## src/rtl/uart_pkg.sv

```systemverilog
// Shared definitions for the UART receive path: FSM states, oversample constants and helpers.
package uart_pkg;

  typedef enum logic [2:0] {
    StIdle,
    StStart,
    StData,
    StStop,
    StWaitHigh
  } rx_state_e;

  localparam int unsigned OS_RATE = 16;

  // Sub-bit positions of the three votes taken around the bit centre.
  localparam logic [3:0] SC_SAMPLE_A = 4'd7;
  localparam logic [3:0] SC_SAMPLE_B = 4'd8;
  localparam logic [3:0] SC_SAMPLE_C = 4'd9;
  localparam logic [3:0] SC_LAST     = 4'(OS_RATE - 1);

  // Clocks per oversample tick, never below one.
  function automatic int unsigned os_div(input int unsigned clk_freq, input int unsigned baud);
    int unsigned div;
    div = clk_freq / (baud * OS_RATE);
    return (div == 0) ? 1 : div;
  endfunction

  function automatic logic maj3(input logic a, input logic b, input logic c);
    return (a & b) | (a & c) | (b & c);
  endfunction

endpackage

```

## src/rtl/uart_os_tick.sv

```systemverilog
// Oversample tick generator: one-cycle tick every DIV clocks, synchronously clearable so the
// tick phase can be re-aligned to an external event.
module uart_os_tick #(
  parameter int unsigned DIV = 78
) (
  input  logic clk,
  input  logic rst,
  input  logic clr,
  output logic tick
);

  localparam int unsigned CntW = (DIV > 1) ? $clog2(DIV) : 1;
  localparam logic [CntW-1:0] CntMax = CntW'(DIV - 1);

  logic [CntW-1:0] cnt_q;

  assign tick = ~clr & (cnt_q == CntMax);

  always_ff @(posedge clk or negedge rst) begin
    if (!rst) begin
      cnt_q <= '0;
    end else if (clr || (cnt_q == CntMax)) begin
      cnt_q <= '0;
    end else begin
      cnt_q <= cnt_q + 1'b1;
    end
  end

endmodule

```

## src/rtl/uart_rx_16x.sv

```systemverilog
// 8N1 UART receiver, 16x oversampled with 3-sample majority vote, framing-error detection and a
// one-entry valid/ready holding register with overrun reporting.
module uart_rx_16x
  import uart_pkg::*;
#(
  parameter int unsigned CLK_FREQ  = 12000000,
  parameter int unsigned BAUD_RATE = 9600,
  parameter int unsigned OS_DIV    = os_div(CLK_FREQ, BAUD_RATE)
) (
  input  logic       clk,
  input  logic       rst,
  input  logic       rx,
  output logic [7:0] data,
  output logic       valid,
  input  logic       ready,
  output logic       frame_err,
  output logic       overrun
);

  logic       rx_meta_q, rx_s_q;
  logic [1:0] sync_fill_q;

  rx_state_e  state_q;
  logic       armed_q;
  logic [3:0] sc_q;
  logic [2:0] bit_idx_q;
  logic [1:0] samp_q;
  logic [7:0] shift_q;

  logic [7:0] data_q;
  logic       valid_q, frame_err_q, overrun_q;

  logic tick, start_det, counting, at_vote, maj, stop_ok, stop_bad;

  assign data      = data_q;
  assign valid     = valid_q;
  assign frame_err = frame_err_q;
  assign overrun   = overrun_q;

  always_ff @(posedge clk or negedge rst) begin
    if (!rst) begin
      rx_meta_q   <= 1'b1;
      rx_s_q      <= 1'b1;
      sync_fill_q <= '0;
    end else begin
      rx_meta_q   <= rx;
      rx_s_q      <= rx_meta_q;
      sync_fill_q <= {sync_fill_q[0], 1'b1};
    end
  end

  // A start is only accepted once the line has been seen high through a flushed synchronizer,
  // so a line that is low out of reset (or mid-frame) cannot fake a start bit.
  assign start_det = (state_q == StIdle) && armed_q && !rx_s_q;
  assign counting  = (state_q == StStart) || (state_q == StData) || (state_q == StStop);
  assign at_vote   = tick && (sc_q == SC_SAMPLE_C);
  assign maj       = maj3(samp_q[1], samp_q[0], rx_s_q);
  assign stop_ok   = (state_q == StStop) && at_vote && maj;
  assign stop_bad  = (state_q == StStop) && at_vote && !maj;

  uart_os_tick #(
    .DIV (OS_DIV)
  ) u_os_tick (
    .clk  (clk),
    .rst  (rst),
    .clr  (start_det),
    .tick (tick)
  );

  always_ff @(posedge clk or negedge rst) begin
    if (!rst) begin
      state_q     <= StIdle;
      armed_q     <= 1'b0;
      sc_q        <= '0;
      bit_idx_q   <= '0;
      samp_q      <= '0;
      shift_q     <= '0;
      data_q      <= '0;
      valid_q     <= 1'b0;
      frame_err_q <= 1'b0;
      overrun_q   <= 1'b0;
    end else begin
      frame_err_q <= stop_bad;
      overrun_q   <= 1'b0;

      if (stop_ok) begin
        if (!valid_q || ready) begin
          data_q  <= shift_q;
          valid_q <= 1'b1;
        end else begin
          overrun_q <= 1'b1;
        end
      end else if (valid_q && ready) begin
        valid_q <= 1'b0;
      end

      if (tick && counting) begin
        sc_q <= sc_q + 4'd1;
        if (sc_q == SC_SAMPLE_A) samp_q[1] <= rx_s_q;
        if (sc_q == SC_SAMPLE_B) samp_q[0] <= rx_s_q;
      end

      unique case (state_q)
        StIdle: begin
          if (start_det) begin
            state_q <= StStart;
            sc_q    <= '0;
            armed_q <= 1'b0;
          end else if (rx_s_q && sync_fill_q[1]) begin
            armed_q <= 1'b1;
          end
        end
        StStart: begin
          if (at_vote && maj) begin
            state_q <= StIdle;
            armed_q <= 1'b1;
          end else if (tick && (sc_q == SC_LAST)) begin
            state_q   <= StData;
            bit_idx_q <= '0;
          end
        end
        StData: begin
          if (at_vote) shift_q <= {maj, shift_q[7:1]};
          if (tick && (sc_q == SC_LAST)) begin
            if (bit_idx_q == 3'd7) state_q <= StStop;
            else                   bit_idx_q <= bit_idx_q + 3'd1;
          end
        end
        StStop: begin
          // Leaving mid-stop-bit lets a shortened stop bit be followed straight by a new start.
          if (at_vote) begin
            if (maj) begin
              state_q <= StIdle;
              armed_q <= 1'b1;
            end else begin
              state_q <= StWaitHigh;
            end
          end
        end
        StWaitHigh: begin
          if (rx_s_q) state_q <= StIdle;
        end
        default: state_q <= StIdle;
      endcase
    end
  end

endmodule

```

## config.mk

```make
export PLATFORM = sky130hd
export DESIGN_NAME = uart_rx_16x
export DESIGN_NICKNAME = d
export VERILOG_FILES = /design/src/rtl/uart_pkg.sv /design/src/rtl/uart_os_tick.sv /design/src/rtl/uart_rx_16x.sv
export SDC_FILE = /design/constraint.sdc
export NUM_CORES = 1
export LEC_CHECK = 0
export CAP_MARGIN = 15
export CORE_MARGIN = 5
export CORE_UTILIZATION = 30
export DETAILED_ROUTE_END_ITERATION = 12
export DONT_BUFFER_PORTS = 1
export HOLD_SLACK_MARGIN = 0.06
export PLACE_DENSITY_LB_ADDON = 0.05
export SLEW_MARGIN = 20
export SYNTH_ARGS = -nofsm -noshare
export SYNTH_HDL_FRONTEND = slang
export SYNTH_SLANG_ARGS = --single-unit
export TNS_END_PERCENT = 5
```

## constraint.sdc

```tcl
create_clock -name clk -period 3.1 [get_ports clk]
set_input_delay 0.93 -clock clk [delete_from_list [all_inputs] [get_ports clk]]
set_output_delay 0.93 -clock clk [all_outputs]
set_load 0.01 [all_outputs]
```

==> Implementation_results.wiki <==
{| class="wikitable"
! Metric !! Value
|-
| Cell Count, Final, Fillers Out || 250
|-
| Required time worst endpoint || 3280 ps
|-
| DRC viols || 0
|-
| Routed wire length on met3 || 165 µm
|-
| Count of instances resized after the clock tree is built || 0
|-
| Global-route wire length before repair || 6710 µm
|-
| Static power due to leakage || 0.994 nW
|-
| Starting Density || 0.304
|-
| Least setup slack across all paths after layout || 872 ps
|-
| Die X || 92.3 µm
|-
| Sequential cell area fraction in the yosys report || 0.530
|-
| Fraction of final layout cells sized beyond drive strength 1 || 0.194
|-
| Pin count of the biggest net entering global routing || 44
|-
| Start point of the critical path || u_os_tick.cnt_q[1]
|-
| Post-detailed-routing wire length || 3940 µm
|-
| Critical path depth in cells || 6
|-
| Final GP Congestion || 0.777
|-
| TritonCTS clock tree || built
|-
| Area fraction in and, or, nand and nor cells after synthesis || 0.166
|-
| Via count of the first global-routing pass || 1,307
|-
| Yosys warning total || 0
|-
| CP endpoint kind || flip-flop
|-
| Clock insertion delay at the later pin of the skew report || 290 ps
|-
| Routed Antenna Nets || 0
|-
| Count of final setup violators || 0
|-
| Ys flop type || sky130_fd_sc_hd__dfrtp_1
|-
| R2R Setup Slk || 870 ps
|-
| Clock Root Buffer || sky130_fd_sc_hd__clkbuf_8
|-
| Top routing layer used || met4
|-
| Total of max-cap violations || 0
|-
| Maximum clock frequency || 0.449 GHz
|-
| CTS clk-pin slew, worst paths || 80 ps
|-
| Setup bufs post-CTS || 0
|-
| Async set-reset flop share out of synthesis || 1.00
|-
| Post-Route M1 WL || 1940 µm
|-
| Most frequent cells in the layout || sky130_fd_sc_hd__dfrtp_1, sky130_fd_sc_hd__nor2_1, sky130_fd_sc_hd__mux2_2
|-
| # IOs || 15
|-
| Buffer and inverter count on the worst path || 1
|-
| Final Power || 1.23 mW
|-
| Synth Area in Adders || 0.0480
|-
| Ranking of synthesized cells by area || sky130_fd_sc_hd__dfrtp_1, sky130_fd_sc_hd__mux2_4, sky130_fd_sc_hd__mux2_2
|-
| Rows || 30
|-
| Hold-fix buffers at CTS || 0
|-
| Max Buffers Root-to-Sink || 2
|-
| Area of the core region || 6680 µm²
|-
| Yosys top cell area share || 0.505
|-
| Ratio of routed vias to standard cells || 5.07
|-
| Result of the run || completed
|-
| Number of nets in the synthesized netlist || 178
|-
| DRT Pass-1 Iters || 4
|-
| Area leader, netlist || sky130_fd_sc_hd__dfrtp_1
|-
| Port Buf Inserts || 0
|-
| Y dimension of the die || 92.3 µm
|-
| Setup Slack @ Placement || 885 ps
|-
| Worst hold path type || input pin to asynchronous set/reset pin
|-
| WL/cell || 15.8 µm
|-
| Number of cell instances on the worst register-to-register path || 6
|-
| GRT Total Usage || 0.101
|-
| Family with the most delay on the worst path || simple AND/OR/NAND/NOR gates
|-
| Capture point of the worst reg-to-reg path || shift_q[2]
|-
| Post-synthesis share of cell area spent on xor and xnor gates || 0.0345
|-
| Share of cell area taken by muxes after synthesis || 0.119
|-
| Number of flops mapped to enable cells by yosys || 0
|-
| Cell Area, Synth || 2030 µm²
|-
| Total half-perimeter wirelength after legalization and detailed placement || 2750 µm
|-
| Critical path peak fanout || 8
|-
| Synthesized-area fraction occupied by ao, oa, aoi and oai cells || 0.0757
|-
| Final-report hold violation count || 0
|-
| Synthesized area divided by synthesized cell count || 12.2 µm²
|-
| Peak supply drop || 0.170 mV
|-
| Worst Path Arrival || 2410 ps
|-
| Main combinational cell family by area after synthesis || simple AND/OR/NAND/NOR gates
|-
| Number of buffers inserted during clock tree synthesis || 5
|-
| Maximum clock skew at final layout || 6.46 ps
|-
| Setup TNS || 0 ps
|-
| Slew margin rel. || 0.508
|-
| Layout filler cell count || 690
|-
| Number of distinct library cells after synthesis || 46
|-
| Total overflow reported by the global router || 0
|-
| Num Clock Sinks || 43
|-
| Worst Setup Start Kind || flip-flop
|-
| Deepest level of the CTS H-tree || 2
|-
| Worst setup path end || shift_q[2]
|-
| Area enclosed by the die boundary || 8520 µm²
|-
| Synth-to-layout area growth || 7.63%
|-
| Area occupied by multi-input gates || 906 µm²
|-
| 1st-iter DRT viols || 51
|-
| Actual slew at the worst max-slew pin || 728 ps
|-
| Syn Inst Count || 167
|-
| Final net count || 180
|-
| Tmin final || 2230 ps
|-
| Max-slew violations || 0
|-
| Seq cells post-synth || 43
|-
| Hold Worst Slack || 323 ps
|-
| Critical R2R Launch || u_os_tick.cnt_q[1]
|-
| Unrepaired setup endpoints after global routing || no
|-
| Final cycle utilization of the critical path || 0.719
|-
| Cell Chain, Critical Path || inv_1, ha_1, and4bb_4, o2111ai_2, or4_1, mux2_4
|-
| Power density over the cells || 561 nW/µm²
|-
| Combined flip-flop and latch cell area || 1080 µm²
|-
| Cell total after placement || 242
|-
| Delay of the slowest cell on the worst path || 680 ps
|-
| Antenna violations before repair || 0
|-
| Startpoint-to-endpoint class of the critical path || flip-flop to flip-flop
|-
| Slowest-stage cell, CP || sky130_fd_sc_hd__or4_1
|-
| Most frequent standard cell in the layout excluding fill and tap cells || sky130_fd_sc_hd__dfrtp_1
|-
| Vias after detailed routing || 1,267
|-
| Met2 wire length || 1780 µm
|-
| Number of antenna repair diodes || 0
|}
[cell families after synthesis]
family | after synthesis
adder cells (fa/ha/maj) | 8
multiplexers | 19
other | 1
buffers and inverters | 10
XOR/XNOR | 8
flip-flops | 43
AO/OA/AOI/OAI | 21
AND/OR/NAND/NOR | 57
[routing by layer]
metal  vias up  GRT usage
li1        598          -
met1       638      0.138
met2        26      0.147
met3         5     0.0341
met4         0     0.0371
met5         -          0
[final cells by class]
| cell class | instances | area share |
|---|---|---|
| clock inverter | 2 | 0.00572 |
| multi-input combinational | 114 | 0.414 |
| sequential | 43 | 0.493 |
| tap | 80 | 0.0457 |
| clock buffer | 6 | 0.0332 |
| inverter | 5 | 0.00858 |
[where the power goes]
part	switching (mW)	internal, mW
sequential	0.0670	0.617
combinational	0.109	0.0822
clock	0.195	0.158
total	0.372	0.857
[metrics by stage]
stage          utilization  cell area [µm²]
4_1_cts              0.328             2190
3_3_place_gp         0.315             2100
5_1_grt              0.328             2190
3_5_place_dp         0.315             2100
6_report             0.328             2190
2_1_floorplan            -             2030
[flip-flops by register name, indices dropped and copies added (netlist names), 2 cells and up]
name and cells:
sc_q 4, samp_q 2, state_q 3, data 8, bit_idx_q 3, u_os_tick.cnt_q 7, shift_q 8, sync_fill_q 2
[Yosys cell counts (2+ instances only)]
cell type,number
sky130_fd_sc_hd__dfrtp_1,41
sky130_fd_sc_hd__nor2_1,17
sky130_fd_sc_hd__mux2_2,10
sky130_fd_sc_hd__mux2_4,8
sky130_fd_sc_hd__ha_1,7
sky130_fd_sc_hd__nand3_1,7
sky130_fd_sc_hd__o21ai_0,7
sky130_fd_sc_hd__nand2_1,6
sky130_fd_sc_hd__inv_1,5
sky130_fd_sc_hd__xor2_1,5
sky130_fd_sc_hd__nor3_1,4
sky130_fd_sc_hd__a31oi_1,3
sky130_fd_sc_hd__clkbuf_1,3
sky130_fd_sc_hd__nand4_1,3
sky130_fd_sc_hd__nor4_1,3
sky130_fd_sc_hd__xnor2_1,3
sky130_fd_sc_hd__a21o_1,2
sky130_fd_sc_hd__dfstp_2,2
sky130_fd_sc_hd__nand2b_1,2
sky130_fd_sc_hd__nand3b_1,2
sky130_fd_sc_hd__or4_1,2
[how the worst min path moves through the flow]
stage                         startpoint              to  depth (start not counted)
final                                rst         sc_q[3]                          0
after global routing                 rst         sc_q[3]                          0
after CTS                            rst         sc_q[3]                          0
after detailed placement       rx_meta_q          rx_s_q                          0
after global placement    sync_fill_q[0]  sync_fill_q[1]                          0
after floorplan           sync_fill_q[0]  sync_fill_q[1]                          0
No activity file was read; power rests on OpenSTA's default activity.
